File: src/rtl/uart_tx_arbiter.sv
// Round-robin arbiter sharing one UART transmitter between N_REQ byte producers,
// with a start/done handshake and a tick-counted idle gap after every frame.
// Optional build macro UART_ARB_FIXED_PRIO_EN: lowest valid index always wins.
module uart_tx_arbiter #(
  parameter int N_REQ     = 4,
  parameter int NB_DATA   = 8,
  parameter int GAP_TICKS = 16,
  parameter int NB_ID     = $clog2(N_REQ)
) (
  input  logic                     clk,
  input  logic                     i_rst_n,
  input  logic                     i_tick,
  input  logic [N_REQ-1:0]         i_req_valid,
  input  logic [N_REQ*NB_DATA-1:0] i_req_data,
  output logic [N_REQ-1:0]         o_req_ready,
  output logic                     o_tx_start,
  output logic [NB_DATA-1:0]       o_tx_data,
  input  logic                     i_tx_done,
  output logic [NB_ID-1:0]         o_grant_id,
  output logic                     o_busy
);

  // A zero gap never enters GAP, but the counter still needs a legal width.
  localparam int NB_GAP = (GAP_TICKS > 0) ? $clog2(GAP_TICKS + 1) : 1;
  localparam logic [NB_GAP-1:0] GAP_LAST = NB_GAP'(GAP_TICKS);

  typedef enum logic [1:0] {
    ST_IDLE      = 2'd0,
    ST_START     = 2'd1,
    ST_WAIT_DONE = 2'd2,
    ST_GAP       = 2'd3
  } state_t;

  state_t               r_state;
  logic                 r_tx_start;
  logic [NB_DATA-1:0]   r_tx_data;
  logic [NB_ID-1:0]     r_grant_id;
  logic                 r_busy;
  logic [NB_GAP-1:0]    r_gap_cnt;
`ifndef UART_ARB_FIXED_PRIO_EN
  logic [NB_ID-1:0]     r_ptr;
`endif

  logic [NB_DATA-1:0]   w_req_data [N_REQ];
  logic                 w_win_found;
  logic [NB_ID-1:0]     w_win_id;
  logic [NB_ID-1:0]     w_idx;
  logic [NB_GAP-1:0]    w_gap_inc;

  genvar gi;
  generate
    for (gi = 0; gi < N_REQ; gi++) begin : g_unpack
      assign w_req_data[gi] = i_req_data[gi*NB_DATA +: NB_DATA];
    end
  endgenerate

`ifdef UART_ARB_FIXED_PRIO_EN
  // Scan from the top so the lowest valid index is the last one written.
  always_comb begin
    w_win_found = 1'b0;
    w_win_id    = '0;
    w_idx       = '0;
    for (int k = N_REQ - 1; k >= 0; k--) begin
      w_idx = NB_ID'(k);
      if (i_req_valid[w_idx]) begin
        w_win_found = 1'b1;
        w_win_id    = w_idx;
      end
    end
  end
`else
  // First valid index strictly after the last winner, wrapping around.
  always_comb begin
    w_win_found = 1'b0;
    w_win_id    = '0;
    w_idx       = '0;
    for (int k = 1; k <= N_REQ; k++) begin
      w_idx = NB_ID'((int'(r_ptr) + k) % N_REQ);
      if (!w_win_found && i_req_valid[w_idx]) begin
        w_win_found = 1'b1;
        w_win_id    = w_idx;
      end
    end
  end
`endif

  generate
    for (gi = 0; gi < N_REQ; gi++) begin : g_ready
      assign o_req_ready[gi] = i_rst_n && (r_state == ST_IDLE) && w_win_found &&
                               (w_win_id == NB_ID'(gi));
    end
  endgenerate

  assign w_gap_inc = r_gap_cnt + 1'b1;

  always_ff @(posedge clk or negedge i_rst_n) begin
    if (!i_rst_n) begin
      r_state    <= ST_IDLE;
      r_tx_start <= 1'b0;
      r_tx_data  <= '0;
      r_grant_id <= '0;
      r_busy     <= 1'b0;
      r_gap_cnt  <= '0;
`ifndef UART_ARB_FIXED_PRIO_EN
      r_ptr      <= NB_ID'(N_REQ - 1);
`endif
    end else begin
      r_tx_start <= 1'b0;
      case (r_state)
        ST_IDLE: begin
          if (w_win_found) begin
            r_tx_data  <= w_req_data[w_win_id];
            r_grant_id <= w_win_id;
`ifndef UART_ARB_FIXED_PRIO_EN
            r_ptr      <= w_win_id;
`endif
            r_tx_start <= 1'b1;
            r_busy     <= 1'b1;
            r_state    <= ST_START;
          end
        end
        ST_START: begin
          r_state <= ST_WAIT_DONE;
        end
        ST_WAIT_DONE: begin
          if (i_tx_done) begin
            if (GAP_TICKS == 0) begin
              r_busy  <= 1'b0;
              r_state <= ST_IDLE;
            end else begin
              r_gap_cnt <= '0;
              r_state   <= ST_GAP;
            end
          end
        end
        ST_GAP: begin
          if (i_tick) begin
            r_gap_cnt <= w_gap_inc;
            if (w_gap_inc == GAP_LAST) begin
              r_busy  <= 1'b0;
              r_state <= ST_IDLE;
            end
          end
        end
        default: begin
          r_busy  <= 1'b0;
          r_state <= ST_IDLE;
        end
      endcase
    end
  end

  assign o_tx_start = r_tx_start;
  assign o_tx_data  = r_tx_data;
  assign o_grant_id = r_grant_id;
  assign o_busy     = r_busy;

endmodule

File: config.mk
export PLATFORM = sky130hd
export DESIGN_NAME = uart_tx_arbiter
export DESIGN_NICKNAME = d
export VERILOG_FILES = /design/src/rtl/uart_tx_arbiter.sv
export SDC_FILE = /design/constraint.sdc
export NUM_CORES = 1
export LEC_CHECK = 0
export CORE_ASPECT_RATIO = 0.8
export CORE_MARGIN = 1.5
export CORE_UTILIZATION = 25
export CTS_CLUSTER_SIZE = 24
export DETAILED_ROUTE_END_ITERATION = 8
export PLACE_DENSITY = 0.52
export SLEW_MARGIN = 20
export SYNTH_ARGS = -nofsm -noshare
export SYNTH_HDL_FRONTEND = slang
export SYNTH_SLANG_ARGS = --single-unit
File: constraint.sdc
create_clock -name clk -period 2.6 [get_ports clk]
set_clock_uncertainty 0.05 [all_clocks]
set_input_delay 0.39 -clock clk [delete_from_list [all_inputs] [get_ports clk]]
set_output_delay 0.39 -clock clk [all_outputs]
set_load 0.05 [all_outputs]
## Word-level counts from Yosys, hierarchy flattened

Index checks and enable logic that the tools add are counted.

- Flip-flop bits (word level): 21
- Input port bits: 40
- Output and inout bits: 16
- Logic and storage cells: 82

- $add $sub $neg: 5
- Order comparisons: 5
- Equal/unequal tests: 11
- Multiplexer cells: 33
- Bitwise operators: 1
- Reductions and logical operators: 20

Operator list:

| operator | number |
|---|---|
| $bmux W8 S2 | 1 |
| $mux W2 | 8 |
| $mux W8 | 2 |
| $mux W1 | 13 |
| $lt A2 B3 Y1 const B | 4 |
| $mux W5 | 2 |
| $pmux W5 S2 | 1 |
| $logic_and A1 B1 Y1 | 9 |
| $bmux W1 S2 | 4 |
| $eq A2 B2 Y1 const B | 4 |
| $ne A2 B2 Y1 const B | 4 |
| $pmux W2 S4 | 1 |
| $reduce_and A4 Y1 | 2 |
| $add A5 B1 Y5 const B | 1 |
| $eq A5 B5 Y1 const B | 1 |
| $add A2 B1 Y2 const B | 2 |
| $add A2 B2 Y2 const B | 2 |
| $eq A2 B1 Y1 const B | 2 |
| $logic_not A2 Y1 | 2 |
| $reduce_bool A2 Y1 | 2 |
| $ge A3 B3 Y1 const B | 1 |
| $logic_not A1 Y1 | 3 |
| $not A2 Y3 | 1 |
| $reduce_and A3 Y1 | 1 |
| 2 further kinds | 2 |

## Depth between registers and ports, before layout

Gate-level depths: netlist of run 1.

- Depth after elaboration: 17
- Mapped depth: 7
- Gate-level depth less buffers: 6

## Worst setup path after synthesis of run 1

Ideal clock, no wire load.

- Path kind: reg2out
- From: register r_state[0]
- To: output o_req_ready[3]
- Arrival time: 2.566 ns
- Required time: 2.160 ns
- Setup slack: -0.406 ns
- Cell stages (with the launch flop): 8
- Path buffers: 2
- Cell sequence: dfrtp_1 -> inv_1 -> ha_1 -> nor2b_1 -> buf_2 -> clkbuf_1 -> nand2_1 -> nor3b_1

- Word-level cells in the longest chain between the ends: 4

RTL lines:

| element | line | RTL |
|---|---|---|
| from (decl) | 34 | `state_t r_state;` |
| from (signal assigned) | 98 | `r_state <= ST_IDLE;` |
| from (signal assigned) | 119 | `r_state <= ST_START;` |
| from (signal assigned) | 123 | `r_state <= ST_WAIT_DONE;` |
| $logic_not A2 Y1 | 89 | `assign o_req_ready[gi] = i_rst_n && (r_state == ST_IDLE) && w_win_found &&` |
| $logic_and A1 B1 Y1 (3 in a row) | 89 |  |
| to (decl) | 15 | `output logic [N_REQ-1:0] o_req_ready,` |

Every way passes these cells.

## Final worst setup path of run 1

- From: input i_req_valid[1]
- To: output o_req_ready[0]

- Word-level cells in the longest chain between the ends: 14
- Elaborated cells on any way between the ends: 25

RTL lines:

| element | line | RTL |
|---|---|---|
| from (decl) | 13 | `input logic [N_REQ-1:0] i_req_valid,` |
| $bmux W1 S2 | 79 | `if (!w_win_found && i_req_valid[w_idx]) begin` |
| $mux W1 (implied by the code) | 79 |  |
| $mux W1 | 79 |  |
| $logic_not A1 Y1 | 79 |  |
| $logic_and A1 B1 Y1 | 79 |  |
| $mux W1 | 79 |  |
| $logic_not A1 Y1 | 79 |  |
| $logic_and A1 B1 Y1 | 79 |  |
| $mux W1 | 79 |  |
| $logic_not A1 Y1 | 79 |  |
| $logic_and A1 B1 Y1 | 79 |  |
| $mux W2 or $mux W1 (tied branches) | 79 |  |
| $logic_not A2 Y1 or $logic_and A1 B1 Y1 (tied branches) | 90, 89 |  |
| $logic_and A1 B1 Y1 (*) | 89 |  |

Mark *: on every way between the ends. The rest lies on a longest branch, timed or not. The select of a mux whose other input is x is not followed.

==> results of run 1 <==
through the flow:
| step | cell area [um^2] | cells | setup slack [ns] | setup TNS (ns) | power [mW] |
|---|---|---|---|---|---|
| 2_1_floorplan | 1331 | 114 | -0.4065 | -1.079 | 1.545 |
| 3_3_place_gp | 2073 | 238 | 0.05278 | 0 | 1.996 |
| 3_5_place_dp | 2073 | 238 | 0.02450 | 0 | 2.031 |
| 4_1_cts | 2118 | 242 | 0.06585 | 0 | 2.258 |
| 5_1_grt | 2128 | 243 | -0.02982 | -0.05099 | 2.385 |
| 6_report | 2128 | 243 | 0.07823 | 0 | 2.233 |
routing by layer:
metal,global-route usage [%],up-vias
met4,3.831,0
met5,0,-
met3,2.654,4
met2,20.63,22
met1,14.91,577
li1,-,566
synthesized netlist by cell type (all sizes together) (2+ instances only):
cell	number	area (um^2)
o21ai	8	40.03
nand4	2	12.51
nand3	4	25.02
ha	4	50.05
clkbuf	2	7.510
inv	7	26.28
nor3b	2	15.01
a22o	5	43.79
nor2b	3	26.27
nand2b	3	18.77
dfrtp	19	475.5
buf	3	21.27
nor2	6	22.52
nor3	4	20.02
mux2	9	123.9
a21o	4	30.03
mux4	8	180.2
a21oi	3	26.28
dfstp	2	52.55
nand2	4	15.01
area by class of cell:
| class | count | area, um^2 | area share [%] |
|---|---|---|---|
| multi-input combinational | 81 | 748.2 | 35.16 |
| timing repair buffer | 68 | 703.2 | 33.04 |
| sequential | 21 | 528.0 | 24.81 |
| tap | 62 | 77.57 | 3.645 |
| clock buffer | 4 | 45.04 | 2.116 |
| inverter | 7 | 26.28 | 1.235 |
sequential cells by signal, summed over array words and instances, names as in the netlist:
| register | count |
|---|---|
| o_busy | 1 |
| o_grant_id | 2 |
| o_tx_data | 8 |
| o_tx_start | 1 |
| r_gap_cnt | 5 |
| r_ptr | 2 |
| r_state | 2 |
kinds of logic after synthesis:
group / share of synthesized area, %
adders and majority gates: 3.760
DFF: 39.66
muxes: 22.84
buffers and inverters: 4.136
and+or+nand+nor: 14.47
AOI/OAI and AO/OA: 15.13
what timing repair did:
item,in CTS,in global routing
hold endpoints to repair,0,0
resized for setup,0,1
buffers inserted,0,1
endpoints found under the setup margin,0,3
power by group through the flow:
stage / clock network, mW / logic (mW) / registers, mW
floorplan: 0 / 0.677 / 0.868
global placement: 0 / 1.42 / 0.574
detailed placement: 0 / 1.45 / 0.580
CTS: 0.227 / 1.46 / 0.574
global route: 0.244 / 1.55 / 0.594
finish: 0.216 / 1.44 / 0.573
how the worst max path moves through the flow:
stage                                     endpoint  cells past startpoint
after floorplan                     o_req_ready[3]                      7
after global placement    o_tx_data[3]$_DFFE_PN0P_                      7
after detailed placement  o_tx_data[7]$_DFFE_PN0P_                      7
after CTS                           o_req_ready[3]                      9
after global routing                o_req_ready[0]                      8
final                               o_req_ready[0]                      8
==> summary.txt, run 1 <==
======================================================================================
Metal-1 WL                                                                     1393 um
Period utilization                                                              96.99%
DR DRC count                                                                         0
Worst Path Max Fanout                                                               12
Leading register cell type out of synthesis                               sky130_fd_sc_hd__dfrtp_1
Number of top-level design ports                                                    56
Critical R2R Launch                                                       r_ptr[0]$_DFFE_PN1P_
Power share of the sequential group                                              25.7%
Most frequent cell on the critical path                                   sky130_fd_sc_hd__buf_12
Power density normalized to cell area                                     1049 nW/um^2
Library cell contributing the largest single delay on the critical path   sky130_fd_sc_hd__clkdlybuf4s50_1
Top achievable clock speed                                                   396.5 MHz
Fraction of the core area covered by cells at the end of the flow               42.02%
Largest buffer count on any clock path                                               2
Highest cell delay on the worst timing path                                    0.43 ns
DR iter-0 viols                                                                     47
Inserted Clock Buffers                                                               3
Cell count after synthesis                                                         114
Number of antenna violations at the first check in global routing                    0
Register area share after synthesis                                             39.66%
Shortest clock period the worst path allows after layout                      2.522 ns
Routed wl met3                                                                  108 um
Diode count                                                                          0
Met2 WL                                                                        1981 um
TritonCTS clock tree                                                              done
Remaining global-route overflow                                                      0
CP startpoint kind                                                           input pin
Combinational fraction of design power                                           64.7%
Final weighted congestion of routability-driven global placement                0.7657
Std-Cell Rows                                                                       23
Power dissipated by switching net loads                                      0.9631 mW
Final Slew Violations                                                                0
Synthesis-to-finish area growth                                                 59.87%
Relative contribution of the clock network to total power                         9.7%
Buf+Inv Stages, Crit Path                                                            4
Number of nets in the finished design                                              226
Static Leakage                                                               0.8961 nW
Final-layout fill cell count                                                       479
Pin count of the biggest net entering global routing                                13
Synthesized area divided by synthesized cell count                          11.68 um^2
Clock root buffer                                                         sky130_fd_sc_hd__clkbuf_8
Worst hold-check path type                                                     reg2reg
Top cell family by delay on the critical path                             buffers and inverters
Clock network latency to the later pin of the worst-skew pair                  0.26 ns
Number of synthesized register bits                                                 21
HPWL after DPL                                                                 2925 um
Worst Setup End Kind                                                       output port
Clock slew at the register clock pins of the worst setup and hold paths        0.07 ns
Hold_ws                                                                      0.4643 ns
Port-buffer cells                                                                   55
Max transition margin                                                           59.43%
Finish-stage setup viols                                                             0
Worst min-delay path endpoint                                             o_tx_data[6]$_DFFE_PN0P_
Reg-to-reg endpoint                                                       o_tx_data[7]$_DFFE_PN0P_
R2R cell count                                                                       6
Worst setup path class                                                          in2out
Area of the mapped netlist                                                   1331 um^2
Die Wd                                                                        84.59 um
Post-DR vias/cell                                                                4.811
Area enclosed by the die boundary                                            5775 um^2
Remaining antenna violation count                                                    0
Required time of the critical path                                             2.16 ns
Worst setup path startpoint                                               i_req_valid[1]
DRT Pass-1 Iters                                                                     4
Number of distinct library cells after synthesis                                    39
Slew at the pin with the worst max-slew slack                                0.6023 ns
Post-synth net total                                                               158
Series of cell instances along the critical path                          clkdlybuf4s50_1 -> nor2b_4 -> a211o_2 -> a21oi_4 -> buf_12 -> nor3b_1 -> buf_4 -> buf_12
Peak ir drop on the vdd network                                              0.4598 mV
Wire length of the first global-routing pass                                   5326 um
Share of layout cells above drive strength 1                                    23.20%
Unrepaired setup endpoints after global routing                                   true
Hold-critical path depth                                                             1
Placeable Area                                                               5065 um^2
Most common cell after layout, fill and taps aside                        sky130_fd_sc_hd__clkdlybuf4s50_1
Hold buffer count at CTS                                                             0
EDFF count, synth                                                                    0
Topmost layer with routed signal wires                                            met4
Number of levels in the clock H-tree                                                 1
Design internal power                                                         1.270 mW
Final Hold Vio Count                                                                 0
Sink Count                                                                          21
Max-Cap Viols                                                                        0
Die span in y                                                                 68.27 um
Via Count                                                                        1,169
Final routed wirelength across all metal layers                                3518 um
Register-to-register setup slack                                               0.36 ns
Via count of the first global-routing pass                                       1,093
Switching Fraction                                                              43.12%
Arrival time reported for the critical path endpoint                           2.08 ns
Syn. warnings                                                                        0
Share of flip-flops with an asynchronous set or reset                           100.0%
Highest-count cells in the layout ignoring fill and taps                  sky130_fd_sc_hd__clkdlybuf4s50_1, sky130_fd_sc_hd__dfrtp_1, sky130_fd_sc_hd__buf_4
Routed len/inst                                                               14.48 um
Overall Global Routing Usage                                                    11.87%
Worst Min Path Start                                                      o_tx_data[6]$_DFFE_PN0P_
Run status                                                                finished clean
Initial standard-cell utilization of the core                                   26.28%
======================================================================================
Note: power is estimated with default switching activity, not from simulation.
==> run 2, diff against run 1 <==
- ABC_AREA: default -> 1
- CORE_UTILIZATION: 25 -> 45
- PLACE_DENSITY: 0.52 -> 0.8
- SLEW_MARGIN: 20 -> default
==> summary.txt, run 2 <==
======================================================================================
Run status                                                                complete, but fails checks   was finished clean
Cell types with the largest area share after synthesis                    sky130_fd_sc_hd__dfrtp_1, sky130_fd_sc_hd__nand2_1, sky130_fd_sc_hd__nand2_2   was sky130_fd_sc_hd__dfrtp_1, sky130_fd_sc_hd__mux4_2, sky130_fd_sc_hd__mux2_4
Failing checks                                                            negative setup slack
Most common cell after layout, fill and taps aside                        sky130_fd_sc_hd__nand2_1   was sky130_fd_sc_hd__clkdlybuf4s50_1
Number of antenna violations at the first check in global routing                    0   unchanged
Worst Min Path Start                                                      o_tx_data[6]$_DFFE_PN0P_   unchanged
Syn. warnings                                                                        0   unchanged
Hold buffer count at CTS                                                             0   unchanged
Highest-count cells in the layout ignoring fill and taps                  sky130_fd_sc_hd__nand2_1, sky130_fd_sc_hd__clkdlybuf4s50_1, sky130_fd_sc_hd__nand3_1   was sky130_fd_sc_hd__clkdlybuf4s50_1, sky130_fd_sc_hd__dfrtp_1, sky130_fd_sc_hd__buf_4
Reg-to-reg endpoint                                                       o_tx_data[5]$_DFFE_PN0P_   was o_tx_data[7]$_DFFE_PN0P_
DRT Pass-1 Iters                                                                     4   unchanged
DR DRC count                                                                         0   unchanged
Worst Setup End Kind                                                       output port   unchanged
Via count of the first global-routing pass                                       1,565   was 1,093
Diode count                                                                          0   unchanged
Number of synthesized register bits                                                 21   unchanged
Seq. cell area                                                              528.0 um^2   unchanged
Finish-stage setup viols                                                             3   was 0
Fraction of the core area covered by cells at the end of the flow               69.63%   was 42.02%
DR iter-0 viols                                                                    125   was 47
Met2 WL                                                                        1908 um   was 1981 um
TritonCTS clock tree                                                              done   unchanged
Register-to-register setup slack                                               0.39 ns   was 0.36 ns
Port-buffer cells                                                                   55   unchanged
Worst slack, placed                                                        -0.03181 ns   was 0.02450 ns
Leading area contributor after synthesis                                  sky130_fd_sc_hd__dfrtp_1   unchanged
HPWL after DPL                                                                 3058 um   was 2925 um
Initial standard-cell utilization of the core                                   46.64%   was 26.28%
Worst hold-check path type                                                     reg2reg   unchanged
Required time of the critical path                                             2.16 ns   about the same
Topmost layer with routed signal wires                                            met4   unchanged
Cell count after synthesis                                                         238   was 114
Arrival time reported for the critical path endpoint                           2.24 ns   was 2.08 ns
Peak ir drop on the vdd network                                              0.7808 mV   was 0.4598 mV
Top achievable clock speed                                                   373.2 MHz   was 396.5 MHz
Wire length of the first global-routing pass                                   6748 um   was 5326 um
Post-synth net total                                                               282   was 158
Total power                                                                   3.388 mW   was 2.233 mW
CP startpoint kind                                                           flip-flop   was input pin
Register area share after synthesis                                             33.07%   was 39.66%
Largest buffer count on any clock path                                               2   unchanged
Pin count of the biggest net entering global routing                                22   was 13
Share of flip-flops with an asynchronous set or reset                           100.0%   unchanged
Via Count                                                                        1,702   was 1,169
Max reg flops                                                                        8   unchanged
Number of distinct library cells after synthesis                                    27   was 39
Number of levels in the clock H-tree                                                 1   unchanged
Worst setup path class                                                         reg2out   was in2out
Std-Cell Rows                                                                       19   was 23
Footprint of the multi-input gates                                          992.2 um^2   was 748.2 um^2
Unrepaired setup endpoints after global routing                                   true   unchanged
Period utilization                                                              103.1%   was 96.99%
Leading register cell type out of synthesis                               sky130_fd_sc_hd__dfrtp_1   unchanged
Critical R2R Launch                                                       r_ptr[0]$_DFFE_PN1P_   unchanged
Routed wl met3                                                                  237 um   was 108 um
Final worst slack                                                          -0.07938 ns   was 0.07823 ns
Remaining global-route overflow                                                      0   unchanged
Inserted Clock Buffers                                                               3   unchanged
Area share of the largest cell type after synthesis                             29.78%   was 35.71%
Placeable Area                                                               3423 um^2   was 5065 um^2
Final routed wirelength across all metal layers                                4129 um   was 3518 um
Die Wd                                                                        69.60 um   was 84.59 um
Worst min-delay path endpoint                                             o_tx_data[6]$_DFFE_PN0P_   unchanged
Worst setup path startpoint                                               r_ptr[0]$_DFFE_PN1P_   was i_req_valid[1]
Number of top-level design ports                                                    56   unchanged
Static Leakage                                                                1.195 nW   was 0.8961 nW
Post-DR vias/cell                                                                4.962   was 4.811
Synthesized area divided by synthesized cell count                          6.708 um^2   was 11.68 um^2
Max-Cap Viols                                                                        0   unchanged
Area enclosed by the die boundary                                            3916 um^2   was 5775 um^2
Clock network latency to the later pin of the worst-skew pair                  0.26 ns   about the same
Metal-1 WL                                                                     1963 um   was 1393 um
Most frequently used cell type in the post-synthesis netlist              sky130_fd_sc_hd__nand2_1   was sky130_fd_sc_hd__dfrtp_1
Die span in y                                                                 56.28 um   was 68.27 um
Clock root buffer                                                         sky130_fd_sc_hd__clkbuf_8   unchanged
Routed len/inst                                                               12.04 um   was 14.48 um
EDFF count, synth                                                                    0   unchanged
Max transition margin                                                           65.90%   was 59.43%
R2R cell count                                                                      17   was 6
Worst Path Max Fanout                                                                9   was 12
Final-layout fill cell count                                                       289   was 479
Power density normalized to cell area                                     1422 nW/um^2   was 1049 nW/um^2
Overall Global Routing Usage                                                    21.00%   was 11.87%
Number of nets in the finished design                                              346   was 226
Final weighted congestion of routability-driven global placement                0.8545   was 0.7657
Sink Count                                                                          21   unchanged
Area of the mapped netlist                                                   1597 um^2   was 1331 um^2
Hold-critical path depth                                                             2   was 1
Final Slew Violations                                                                0   unchanged
Final Hold Vio Count                                                                 0   unchanged
Synthesis-to-finish area growth                                                 49.29%   was 59.87%
Remaining antenna violation count                                                    0   unchanged
Shortest clock period the worst path allows after layout                      2.679 ns   was 2.522 ns
Clock slew at the register clock pins of the worst setup and hold paths        0.07 ns   about the same
Share of layout cells above drive strength 1                                    21.26%   was 23.20%
Top post-synthesis cells by count                                         sky130_fd_sc_hd__nand2_1, sky130_fd_sc_hd__nand3_1, sky130_fd_sc_hd__nand2_2   was sky130_fd_sc_hd__dfrtp_1, sky130_fd_sc_hd__mux4_2, sky130_fd_sc_hd__inv_1, sky130_fd_sc_hd__o21ai_0
Slew at the pin with the worst max-slew slack                                0.5099 ns   was 0.6023 ns
======================================================================================
[run 2: cell count changes in the layout (fill, tap and decap cells not counted), moves of 4 or more]
cell | before | now
sky130_fd_sc_hd__mux2_4 | 6 | 0
sky130_fd_sc_hd__nor2_1 | 6 | 2
sky130_fd_sc_hd__nand2_1 | 4 | 105
sky130_fd_sc_hd__nand3_1 | 3 | 26
sky130_fd_sc_hd__a22o_1 | 5 | 0
sky130_fd_sc_hd__inv_1 | 7 | 12
sky130_fd_sc_hd__nand2_2 | 0 | 25
sky130_fd_sc_hd__mux4_2 | 8 | 0
sky130_fd_sc_hd__inv_2 | 0 | 4
[run 2: cell families after synthesis]
kind of cell / synth area share, %
and+or+nand+nor: 49.37
buffers and inverters: 8.777
DFF: 33.07
AOI/OAI and AO/OA: 4.546
adders and majority gates: 3.135
xor gates and xnor gates: 1.097
[run 2: critical path: stages (launching register included)]
cell and delay [ns]:
sky130_fd_sc_hd__dfstp_2 0.62, sky130_fd_sc_hd__inv_6 0.08, sky130_fd_sc_hd__nand2_2 0.06, sky130_fd_sc_hd__nand2_2 0.06
sky130_fd_sc_hd__nand2_2 0.08, sky130_fd_sc_hd__nand2_2 0.08, sky130_fd_sc_hd__nor2_4 0.15, sky130_fd_sc_hd__nand2_1 0.09
sky130_fd_sc_hd__nor3_2 0.20, sky130_fd_sc_hd__nor2_4 0.08, sky130_fd_sc_hd__buf_4 0.15, sky130_fd_sc_hd__nor3_4 0.15
sky130_fd_sc_hd__buf_12 0.16
[run 2: timing repair]
action | CTS | global route
endpoints found under the setup margin | 4 | 4
buffers inserted | 0 | 2
gates resized for setup | 1 | 16
endpoints found under the hold margin | 0 | 0
pin swaps | 0 | 4
cloned | 0 | 0
[run 2: power by group]
group          switching (mW)  internal, mW
Clock                  0.0996         0.109
Sequential             0.0996         0.476
Combinational            1.67         0.934
Total                    1.87          1.52
[run 2: cell type report]
| cell class | count | area share, % |
|---|---|---|
| repair buffers | 67 | 29.24 |
| clock buffers | 4 | 1.890 |
| well taps | 42 | 2.205 |
| flip-flops and latches | 21 | 22.15 |
| inverters | 17 | 2.887 |
| multi-input cells | 192 | 41.63 |
[run 2: worst max-delay path by stage]
stage               slack, ns              to  cells after the start
floorplan               -0.39  o_req_ready[1]                     13
global placement         0.02  o_req_ready[3]                     13
detailed placement      -0.03  o_req_ready[1]                     12
CTS                     -0.09  o_req_ready[2]                     12
global route            -0.20  o_req_ready[3]                     13
finish                  -0.08  o_req_ready[3]                     12
[run 2: per-layer routing]
| metal | up-vias | GRT usage [%] |
|---|---|---|
| li1 | 882 | - |
| met1 | 774 | 28.56 |
| met2 | 44 | 35.03 |
| met3 | 2 | 4.129 |
| met4 | 0 | 4.482 |
| met5 | - | 0 |
[run 2: stage by stage]
step	hold slack, ns	std cells	TNS [ns]	cell area (um^2)
after floorplan	0.04441	238	-1.505	1597
after global placement	0.4155	337	0	2241
after detailed placement	0.4181	337	-0.03365	2241
after CTS	0.4376	341	-0.2292	2291
after global routing	0.4647	343	-0.7046	2384
final	0.4314	343	-0.1761	2384
